### src/rtl/abcd_phase_sequencer.sv
// Purpose : round-robin arbiter that runs one a -> b[*blen] -> c -> d[*D_LEN] transaction per grant.
// Latency : gnt is combinational in IDLE; a follows one cycle later; gnt-to-done is 1+blen+1+D_LEN cycles.
// Backpressure: none downstream; requesters wait (req held) until granted; abort cuts a transaction short.
//
// Ports
//   clk, rst_n   clock and asynchronous active-low reset
//   req          level request per requester, held until its grant
//   blen         per-requester b-phase length, field i = blen[i*BW +: BW]; sampled only at grant
//   abort        synchronous abort of the transaction in flight (ignored in IDLE)
//   gnt          one-hot, single-cycle grant pulse (only in IDLE)
//   busy         high while a transaction is in flight
//   a, b, c, d   registered, mutually exclusive phase lines
//   done         single-cycle pulse during the last d cycle
//   aborted      single-cycle pulse the cycle after an abort is accepted
module abcd_phase_sequencer #(
  parameter int N_REQ = 2,
  parameter int MAX_B = 3,
  parameter int D_LEN = 2,
  localparam int BW   = $clog2(MAX_B + 1)
) (
  input  logic                  clk,
  input  logic                  rst_n,
  input  logic [N_REQ-1:0]      req,
  input  logic [N_REQ*BW-1:0]   blen,
  input  logic                  abort,
  output logic [N_REQ-1:0]      gnt,
  output logic                  busy,
  output logic                  a,
  output logic                  b,
  output logic                  c,
  output logic                  d,
  output logic                  done,
  output logic                  aborted
);

  localparam int PW = (N_REQ > 1) ? $clog2(N_REQ) : 1;
  localparam int DW = $clog2(D_LEN + 1);

  typedef enum logic [2:0] {
    ST_IDLE,
    ST_A,
    ST_B,
    ST_C,
    ST_D
  } state_t;

  state_t          state, state_nxt;
  logic [PW-1:0]   ptr, ptr_nxt;
  logic [BW-1:0]   blen_l, blen_nxt;
  logic [BW-1:0]   bcnt, bcnt_nxt;
  logic [DW-1:0]   dcnt, dcnt_nxt;
  logic            abort_take;
  logic            last_d;

  // ---------------------------------------------------------------------------
  // Per-requester blen fields, unpacked so the winner's field can be selected
  // by index.
  // ---------------------------------------------------------------------------
  logic [BW-1:0] blen_arr [N_REQ];

  for (genvar g = 0; g < N_REQ; g++) begin : g_blen
    assign blen_arr[g] = blen[g*BW +: BW];
  end

  // ---------------------------------------------------------------------------
  // Round-robin pick: first set req at ptr+1, ptr+2, ... wrapping. ptr holds the
  // last granted requester, so it naturally has lowest priority next time.
  // ---------------------------------------------------------------------------
  logic          gr_found;
  logic [PW-1:0] gr_idx;
  logic [PW-1:0] cand;

  always_comb begin
    gr_found = 1'b0;
    gr_idx   = ptr;
    cand     = '0;
    for (int k = 1; k <= N_REQ; k++) begin
      cand = PW'((int'(ptr) + k) % N_REQ);
      if (!gr_found && req[cand]) begin
        gr_found = 1'b1;
        gr_idx   = cand;
      end
    end
  end

  // b length of the winner, with 0 promoted to 1 and oversize values clamped.
  // Compared one bit wider so the clamp stays a real comparison even when
  // MAX_B fills the field.
  logic [BW-1:0] blen_sel;
  logic [BW:0]   blen_ext;
  logic [BW-1:0] blen_clamp;

  always_comb begin
    blen_sel = blen_arr[gr_idx];
    blen_ext = {1'b0, blen_sel};
    if (blen_sel == '0) begin
      blen_clamp = BW'(1);
    end else if (blen_ext > (BW+1)'(MAX_B)) begin
      blen_clamp = BW'(MAX_B);
    end else begin
      blen_clamp = blen_sel;
    end
  end

  // Last d cycle: done has priority over a coincident abort here.
  assign last_d = (state == ST_D) && (dcnt == DW'(D_LEN));

  // ---------------------------------------------------------------------------
  // Next-state logic
  // ---------------------------------------------------------------------------
  always_comb begin
    state_nxt  = state;
    ptr_nxt    = ptr;
    blen_nxt   = blen_l;
    bcnt_nxt   = bcnt;
    dcnt_nxt   = dcnt;
    gnt        = '0;
    abort_take = 1'b0;

    unique case (state)
      ST_IDLE: begin
        // Grant is a combinational output; keep it quiet while reset is held
        // so every output reads zero during reset.
        if (rst_n && gr_found) begin
          gnt[gr_idx] = 1'b1;
          ptr_nxt     = gr_idx;
          blen_nxt    = blen_clamp;
          state_nxt   = ST_A;
        end
      end
      ST_A: begin
        state_nxt = ST_B;
        bcnt_nxt  = BW'(1);
      end
      ST_B: begin
        if (bcnt == blen_l) begin
          state_nxt = ST_C;
        end else begin
          bcnt_nxt = bcnt + BW'(1);
        end
      end
      ST_C: begin
        state_nxt = ST_D;
        dcnt_nxt  = DW'(1);
      end
      ST_D: begin
        if (last_d) begin
          state_nxt = ST_IDLE;
        end else begin
          dcnt_nxt = dcnt + DW'(1);
        end
      end
      default: begin
        state_nxt = ST_IDLE;
      end
    endcase

    // Abort drops straight back to IDLE; ptr is left on the aborted requester
    // so the others get their turn first.
    if (abort && (state != ST_IDLE) && !last_d) begin
      state_nxt  = ST_IDLE;
      abort_take = 1'b1;
    end
  end

  // ---------------------------------------------------------------------------
  // State and registered outputs. Phase lines are decoded from the next state
  // so they come straight off flops and line up with the state register.
  // ---------------------------------------------------------------------------
  always_ff @(posedge clk or negedge rst_n) begin
    if (!rst_n) begin
      state   <= ST_IDLE;
      ptr     <= PW'(N_REQ - 1);
      blen_l  <= '0;
      bcnt    <= '0;
      dcnt    <= '0;
      a       <= 1'b0;
      b       <= 1'b0;
      c       <= 1'b0;
      d       <= 1'b0;
      done    <= 1'b0;
      aborted <= 1'b0;
    end else begin
      state   <= state_nxt;
      ptr     <= ptr_nxt;
      blen_l  <= blen_nxt;
      bcnt    <= bcnt_nxt;
      dcnt    <= dcnt_nxt;
      a       <= (state_nxt == ST_A);
      b       <= (state_nxt == ST_B);
      c       <= (state_nxt == ST_C);
      d       <= (state_nxt == ST_D);
      done    <= (state_nxt == ST_D) && (dcnt_nxt == DW'(D_LEN));
      aborted <= abort_take;
    end
  end

  assign busy = (state != ST_IDLE);

  // ---------------------------------------------------------------------------
  // Structural invariants of the bus
  // ---------------------------------------------------------------------------
  a_phase_onehot0 : assert property (@(posedge clk) disable iff (!rst_n)
    $onehot0({a, b, c, d}));
  a_gnt_onehot0 : assert property (@(posedge clk) disable iff (!rst_n)
    $onehot0(gnt));
  a_gnt_idle_only : assert property (@(posedge clk) disable iff (!rst_n)
    (|gnt) |-> !busy);
  a_done_excl_aborted : assert property (@(posedge clk) disable iff (!rst_n)
    !(done && aborted));

endmodule
### config.mk
export PLATFORM = sky130hd
export DESIGN_NAME = abcd_phase_sequencer
export DESIGN_NICKNAME = d
export VERILOG_FILES = /design/src/rtl/abcd_phase_sequencer.sv
export SDC_FILE = /design/constraint.sdc
export NUM_CORES = 1
export LEC_CHECK = 0
export ABC_AREA = 1
export CELL_PAD_IN_SITES_DETAIL_PLACEMENT = 0
export CELL_PAD_IN_SITES_GLOBAL_PLACEMENT = 1
export CORE_MARGIN = 2
export CORE_UTILIZATION = 35
export DETAILED_ROUTE_END_ITERATION = 8
export PLACE_DENSITY_LB_ADDON = 0.1
export SETUP_SLACK_MARGIN = 0.2
export SLEW_MARGIN = 20
export SYNTH_ARGS = -nofsm -noshare
export SYNTH_HDL_FRONTEND = slang
export SYNTH_SLANG_ARGS = --single-unit
### constraint.sdc
create_clock -name clk -period 1.75 [get_ports clk]
set_clock_uncertainty 0.2 [all_clocks]
set_input_delay 0.525 -clock clk [delete_from_list [all_inputs] [get_ports clk]]
set_output_delay 0.525 -clock clk [all_outputs]
set_load 0.1 [all_outputs]
==> After elaboration in Yosys (flattened, before gate mapping) <==
Index checks and enable logic that the tools add are counted.
{ "classes": {"n_div": 0, "eq_ne": 12, "reduce_logical": 15, "n_lt_le_gt_ge": 5, "n_bitwise": 1, "mul": 0, "n_shift": 0, "n_addsub": 4, "mux": 26} }
{ "op_table": {"columns": ["op", "count"], "rows": [
  ["2-bit two-way mux", 8],
  ["3-bit case mux with 5 select lines", 1],
  ["3-bit by 2-bit equality test with 1-bit output (second input constant)", 4],
  ["3-bit two-way mux", 4],
  ["1-bit two-way mux", 10],
  ["2-bit case mux with 2 select lines", 2],
  ["1-bit logical AND", 7],
  ["3-bit by 1-bit equality test with 1-bit output (second input constant)", 2],
  ["3-bit equality test (second input constant)", 2],
  ["1-bit by 2-bit < comparator with 1-bit output (second input constant)", 3],
  ["2-bit by 1-bit adder with 2-bit output (second input constant)", 2],
  ["2-bit equality test (second input constant)", 2],
  ["2-bit AND reduction", 2],
  ["3-bit logical NOT", 1],
  ["3-bit nonzero test", 1],
  ["1-bit adder (second input constant)", 2],
  ["2-bit equality test", 1],
  ["2-bit >= comparator (second input constant)", 1],
  ["1-bit logical NOT", 2],
  ["2-bit logical NOT", 1],
  ["2-bit != test (second input constant)", 1],
  ["1-bit NOT with 2-bit output", 1],
  ["2-bit nonzero test", 1],
  ["1-bit demux with 1-bit select", 1],
  ["1-bit >= comparator (second input constant)", 1]
]} }
{ "totals": {"ramBits": 0, "n_memories": 0, "romBits": 0, "regBits": 16, "wordCells": 74, "latchBits": 0, "in_bits": 9} }

==> Longest topological paths before layout <==
Gate-level depths: netlist of run 1.
{ "depth": {"ltp_word": 13, "mapped_depth": 8} }

==> Worst setup path before layout of run 1 <==
Ideal clock, no wire load.
{ "synth_path": {"kind": "register -> output", "startpoint": "reg state[1]", "endpoint": "out gnt[1]", "path_stages_with_launch": 6, "setup_slack_ns": -1.314, "arrival_ns": 2.339, "path_buffers": 0, "required_ns": 1.025, "cell_sequence": "dfrtp_1 nor2_4 nand2_4 nor2_8 inv_4 nor2_1"} }
{ "synth_between": {"elab_chain_cells": 2} }
{ "synth_rtl": {"columns": ["item", "line_no", "source"], "rows": [
  ["start, declared", "47", "state_t state, state_nxt;"],
  ["start signal, assigned", "184", "state <= state_nxt;"],
  ["3-bit logical NOT", "120", "unique case (state)"],
  ["2-bit two-way mux", "120", null],
  ["end, declared", "26", "output logic [N_REQ-1:0] gnt,"]
]} }
No other way between the ends.

==> Final worst setup path of run 1 <==
{ "layout_path": {"startpoint": "reg state[0]", "endpoint": "out gnt[0]"} }
The elaborated chain is that of the path after synthesis.

==> results of run 1 <==
-- cell families after synthesis --
logic type                 synth area share [%]
AOI/OAI and AO/OA                          4.99
buffers and inverters                      5.93
adders and majority gates                  1.56
and+or+nand+nor                            34.2
xor gates and xnor gates                   3.28
DFF                                        50.1
-- per-stage QoR --
step | utilization [%] | setup WS [ps] | std cells | power [µW]
after floorplan | - | -562 | 93 | 1760
after global placement | 56.0 | -719 | 152 | 2380
after detailed placement | 56.0 | -730 | 152 | 2420
after CTS | 59.1 | -427 | 158 | 2720
after global routing | 63.0 | -500 | 163 | 3080
final | 63.0 | -424 | 163 | 2870
-- critical path, stage by stage (launching register included) --
cell	delay, ps
dfrtp_1	410
nor2_4	180
nand2_8	80
nor2_8	100
inv_4	60
a21oi_4	140
buf_12	190
-- state kept, by name, summed over array words and instances, names as in the netlist --
signal,flops
a,1
c,1
state,3
d,1
done,1
dcnt,2
b,1
blen_l,2
bcnt,2
ptr,1
aborted,1
-- routing by layer --
layer | wire length (µm) | GRT usage [%] | vias to the layer above
li1 | - | - | 378
met1 | 759 | 20.5 | 355
met2 | 979 | 31.0 | 15
met3 | 49 | 2.59 | 4
met4 | 34 | 9.21 | 0
met5 | 0 | 0 | -
-- final timing paths --
check | from | endpoint | depth (start not counted) | slack (ps)
worst max-delay path | state[0] | gnt[0] | 6 | -420
worst max register to register | state[0] | done | 8 | 120
worst min-delay path | rst_n | state[1] | 2 | 220
min in group clk | blen_l[0] | blen_l[0] | 2 | 320
max in group asynchronous | rst_n | ptr | 2 | 880
worst min register to register | blen_l[0] | blen_l[0] | 2 | 320
-- layout make-up --
| type | instances | area [µm²] | share of cell area (%) |
|---|---|---|---|
| multi-input combinational | 65 | 424 | 30.7 |
| timing repair buffer | 38 | 429 | 31.1 |
| clock buffer | 4 | 36.3 | 2.63 |
| inverter | 12 | 47.5 | 3.44 |
| tap | 28 | 35.0 | 2.54 |
| sequential | 16 | 409 | 29.6 |
-- cell usage after synthesis --
cell and number:
a21oi_1 1, a21oi_2 1, a21oi_4 1, dfrtp_1 15
dfstp_2 1, ha_1 1, inv_1 8, inv_2 3
inv_4 1, nand2_1 31, nand2_4 1, nand3_1 12
nand3b_1 1, nand4_1 1, nor2_1 5, nor2_2 1
nor2_4 1, nor2_8 1, nor3_2 1, o21ai_0 1
o21ai_1 1, or2_1 1, xnor2_1 3
-- timing repair --
item	in CTS	in global routing
buffers inserted	2	5
pin swaps	5	8
endpoints found under the setup margin	16	15
gates resized for setup	9	16
-- report_power, final --
| part | switching (µW) | internal [µW] |
|---|---|---|
| registers | 129 | 533 |
| logic | 1160 | 813 |
| clock network | 111 | 126 |
| total | 1390 | 1470 |
-- cell usage in the layout, fill, tap and decap left out, types with 4 or more instances in the layout --
master and count:
nand3_1 11, dfrtp_1 9, buf_4 17, clkdlybuf4s50_1 5, nand2_2 9, buf_6 4
nand2_1 21, buf_12 9, dfrtp_2 6, inv_1 8
==> results.sh, run 1 <==
export IMPL_die_h_um=51.9
export IMPL_clock_path_buffers=2
export IMPL_critPathKind="reg -> out"
export IMPL_syn_nets=103
export IMPL_fmax_ghz=0.460
export IMPL_cap_violations=0
export IMPL_period_minus_slack_ps=2170
export IMPL_avgSynthCellArea_um2=8.62
export IMPL_syn_area_um2=802
export IMPL_antenna_found_initial=0
export IMPL_slew_violations=0
export IMPL_ys_types=23
export IMPL_grt_pass1_wl_mm=3.48
export IMPL_wl_per_cell_um=11.2
export IMPL_power_leakage_uw=0.000690
export IMPL_hold_violations=0
export IMPL_path_max_fanout=3
export IMPL_synth_top_cells_by_area="dfrtp_1 (47%), nand2_1 (15%), nand3_1 (7.5%)"
export IMPL_critical_path_startpoint_type="register"
export IMPL_fin_tns_setup_ps=-1140
export IMPL_overflow=0
export IMPL_powerDensity_mw_per_mm2=2080
export IMPL_core_mm2=0.00219
export IMPL_clk_latency_ps=280
export IMPL_cts_tree="yes"
export IMPL_drive_gt1_share_pct=50.4
export IMPL_tightest_slew_ps=263
export IMPL_htree_levels=1
export IMPL_rows=17
export IMPL_vias=752
export IMPL_yosys_area_top_type="dfrtp_1"
export IMPL_cts_made_buffers=3
export IMPL_nFillCells=182
export IMPL_finalWorstSetupSlack_ps=-424
export IMPL_place_area_mm2=0.00123
export IMPL_antenna_left=0
export IMPL_drcViolationCount=0
export IMPL_port_buffers=17
export IMPL_ys_seq_area_share_pct=50.1
export IMPL_ys_ff_latch=16
export IMPL_setup_viol=3
export IMPL_hold_ws_ps=221
export IMPL_via_per_inst=4.61
export IMPL_diodes=0
export IMPL_worstPathRequired_ps=1020
export IMPL_die_area_mm2=0.00269
export IMPL_dieWidth_um=51.9
export IMPL_critPathArrivalTime_ps=1450
export IMPL_area_growth_pct=72.2
export IMPL_wirelength_mm=1.82
export IMPL_rsz0062_at_grt="yes"
export IMPL_dp_hpwl_mm=1.42
export IMPL_io_pins=18
export IMPL_final_cell_area_mm2=0.00138
export IMPL_grt_max_degree=17
export IMPL_gp_congestion=0.653
export IMPL_grt_usage_pct=17.6
export IMPL_fin_crit_sh_pct=124
export IMPL_clk_pin_slew_ps=90
export IMPL_critPathCaptureType="output pin"
export IMPL_status="finished with violations"
export IMPL_fin_nets=146
export IMPL_cts_sinks=16
export IMPL_drt_initial_drc_count=6
export IMPL_maxSlewHeadroom_pct=82.4
export IMPL_synth_top_cell_area_share_pct=46.8
export IMPL_ys_warn_count=0
export IMPL_hold_path_class="in -> async"
export IMPL_first_pass_iters=4
export IMPL_cts_hold_buf=0
export IMPL_synthCells=93
export IMPL_cts_root_buffer="clkbuf_4"
export IMPL_start_util_pct=36.6
export IMPL_violations="setup timing"
export IMPL_grt_pass1_vias=850
export IMPL_ir_drop_v=0.00136
No activity file was read; power rests on OpenSTA's default activity.
==> inputs of run 2 (changes only) <==
Settings changed: CORE_UTILIZATION 35 to 38.
Clock period 1.75 ns to 2.5 ns, I/O delays scaled along.
==> run 2 against run 1 <==
The run now ends clean. Sequential share of layout area is 4.9 points higher. Combinational power decreased by 43%. First-iteration DRC count grew 50%. Critical path depth unchanged. Die area fell by 7.3%. Critical path type unchanged. Highest routed layer unchanged.
==> results.sh, run 2 (same netlist as run 1, synthesis figures left out) <==
export IMPL_rows=16
export IMPL_die_area_mm2=0.00249
export IMPL_critPathCaptureType="output pin"
export IMPL_hold_path_class="in -> async"
export IMPL_cp_startpoint="state[1]"
export IMPL_largest_reg_flops=3
export IMPL_dp_hpwl_mm=1.24
export IMPL_io_pins=18
export IMPL_drt_initial_drc_count=9
export IMPL_clock_path_buffers=2
export IMPL_antenna_found_initial=0
export IMPL_status="finished, final reports clean"
export IMPL_hold_ws_ps=251
export IMPL_tightest_slew_ps=304
export IMPL_path_max_fanout=3
export IMPL_cts_root_buffer="clkbuf_4"
export IMPL_fmax_ghz=0.413
export IMPL_power_leakage_uw=0.000617
export IMPL_htree_levels=1
export IMPL_max_stage_delay_ps=430
export IMPL_cap_violations=0
export IMPL_pre_cts_ws_ps=-381
export IMPL_wl_per_cell_um=10.2
export IMPL_fin_nets=137
export IMPL_grt_pass1_wl_mm=2.99
export IMPL_rrSetupSlack_ps=860
export IMPL_crit_path_top_delay_cell="dfrtp_1"
export IMPL_worstPathRequired_ps=1550
export IMPL_port_buffers=17
export IMPL_wirelength_mm=1.55
export IMPL_die_h_um=49.9
export IMPL_first_pass_iters=4
export IMPL_vias=685
export IMPL_mostFrequentLayoutCell="nand2_1"
export IMPL_antenna_left=0
export IMPL_period_minus_slack_ps=2420
export IMPL_r2r_start="state[1]"
export IMPL_final_cell_area_mm2=0.00116
export IMPL_start_util_pct=40.5
export IMPL_overflow=0
export IMPL_cts_sinks=16
export IMPL_worstPathCellList="nor2_4 > nand2_8 > nor2_8 > inv_4 > a21oi_4 > buf_12"
export IMPL_cts_made_buffers=3
export IMPL_setup_viol=0
export IMPL_ir_drop_v=0.000789
export IMPL_grt_usage_pct=15.6
export IMPL_dieWidth_um=49.9
export IMPL_maxSlewHeadroom_pct=79.6
export IMPL_grt_max_degree=17
export IMPL_critPathKind="reg -> out"
export IMPL_finalWorstSetupSlack_ps=80.4
export IMPL_gp_congestion=0.768
export IMPL_powerDensity_mw_per_mm2=1490
export IMPL_final_cell_mix="nand2_1 (30), buf_4 (18), dfrtp_1 (15), nand3_1 (12), inv_1 (8)"
export IMPL_area_growth_pct=45.2
export IMPL_fin_crit_sh_pct=96.8
export IMPL_place_area_mm2=0.00110
export IMPL_clk_latency_ps=280
export IMPL_core_mm2=0.00198
export IMPL_drive_gt1_share_pct=34.9
export IMPL_clk_pin_slew_ps=90
export IMPL_rsz0062_at_grt="yes"
export IMPL_slew_violations=0
export IMPL_diodes=0
export IMPL_drcViolationCount=0
export IMPL_hold_violations=0
export IMPL_cts_tree="yes"
export IMPL_critical_path_startpoint_type="register"
export IMPL_grt_pass1_vias=743
export IMPL_via_per_inst=4.48
export IMPL_regMostFlops="state"
export IMPL_critPathArrivalTime_ps=1470
[run 2: cell types whose count changed in the layout (fill, tap and decap cells not counted), sizes merged]
cell | before | now
dlygate4sd2 | 3 | 0
buf | 30 | 24
[run 2: layout make-up]
class                   instances  area (µm²)
flip-flops and latches         16         402
clock buffers                   4        36.3
fillers                       175         817
multi-input cells              65         385
inverters                      12        47.5
well taps                      27        33.8
repair buffers                 29         260
[run 2: metal layers]
metal	wire length, µm	global-route usage [%]
met2	742	26.4
met1	732	19.3
met5	0	0
met4	30	6.94
met3	48	2.73
[run 2: timing repair]
item | CTS | global route
setup buffers | 5 | 1
setup endpoints to repair | 2 | 2
resized for setup | 13 | 0
pin swaps | 3 | 3
hold buffers | 0 | 0
[run 2: worst paths after layout]
kind / endpoint / cells past startpoint
worst max-delay path: gnt[0] / 6
worst min-delay path: a / 2
worst max register to register: done / 7
worst min register to register: blen_l[1] / 2
max in group asynchronous: ptr / 2
min in group clk: blen_l[1] / 2
[run 2: through the flow]
| stage | util, % | total power (µW) | cells | setup TNS (ps) |
|---|---|---|---|---|
| 4_1_cts | 58.4 | 1730 | 152 | 0 |
| 6_report | 58.8 | 1730 | 153 | 0 |
| 3_3_place_gp | 55.3 | 1500 | 143 | -688 |
| 3_5_place_dp | 55.3 | 1520 | 143 | -705 |
| 2_1_floorplan | - | 1230 | 93 | -28.8 |
| 5_1_grt | 58.8 | 1870 | 153 | 0 |
[run 2: critical path: cells and delay by family, from the launching register on]
kind,cells,cell delay [ps]
AO/OA/AOI/OAI,1,140
buffers and inverters,2,240
flip-flops,1,430
AND/OR/NAND/NOR,3,370
[run 2: report_power, final]
part,switching (µW),internal (µW)
combinational,735,386
sequential,75.5,367
clock,80.0,88.6
total,890,842
==> inputs of run 3 (changes only) <==
Settings changed: SLEW_MARGIN 20 to unset.
==> results of run 3 <==
Final layout, timing and power as in run 2 (identical DEF).
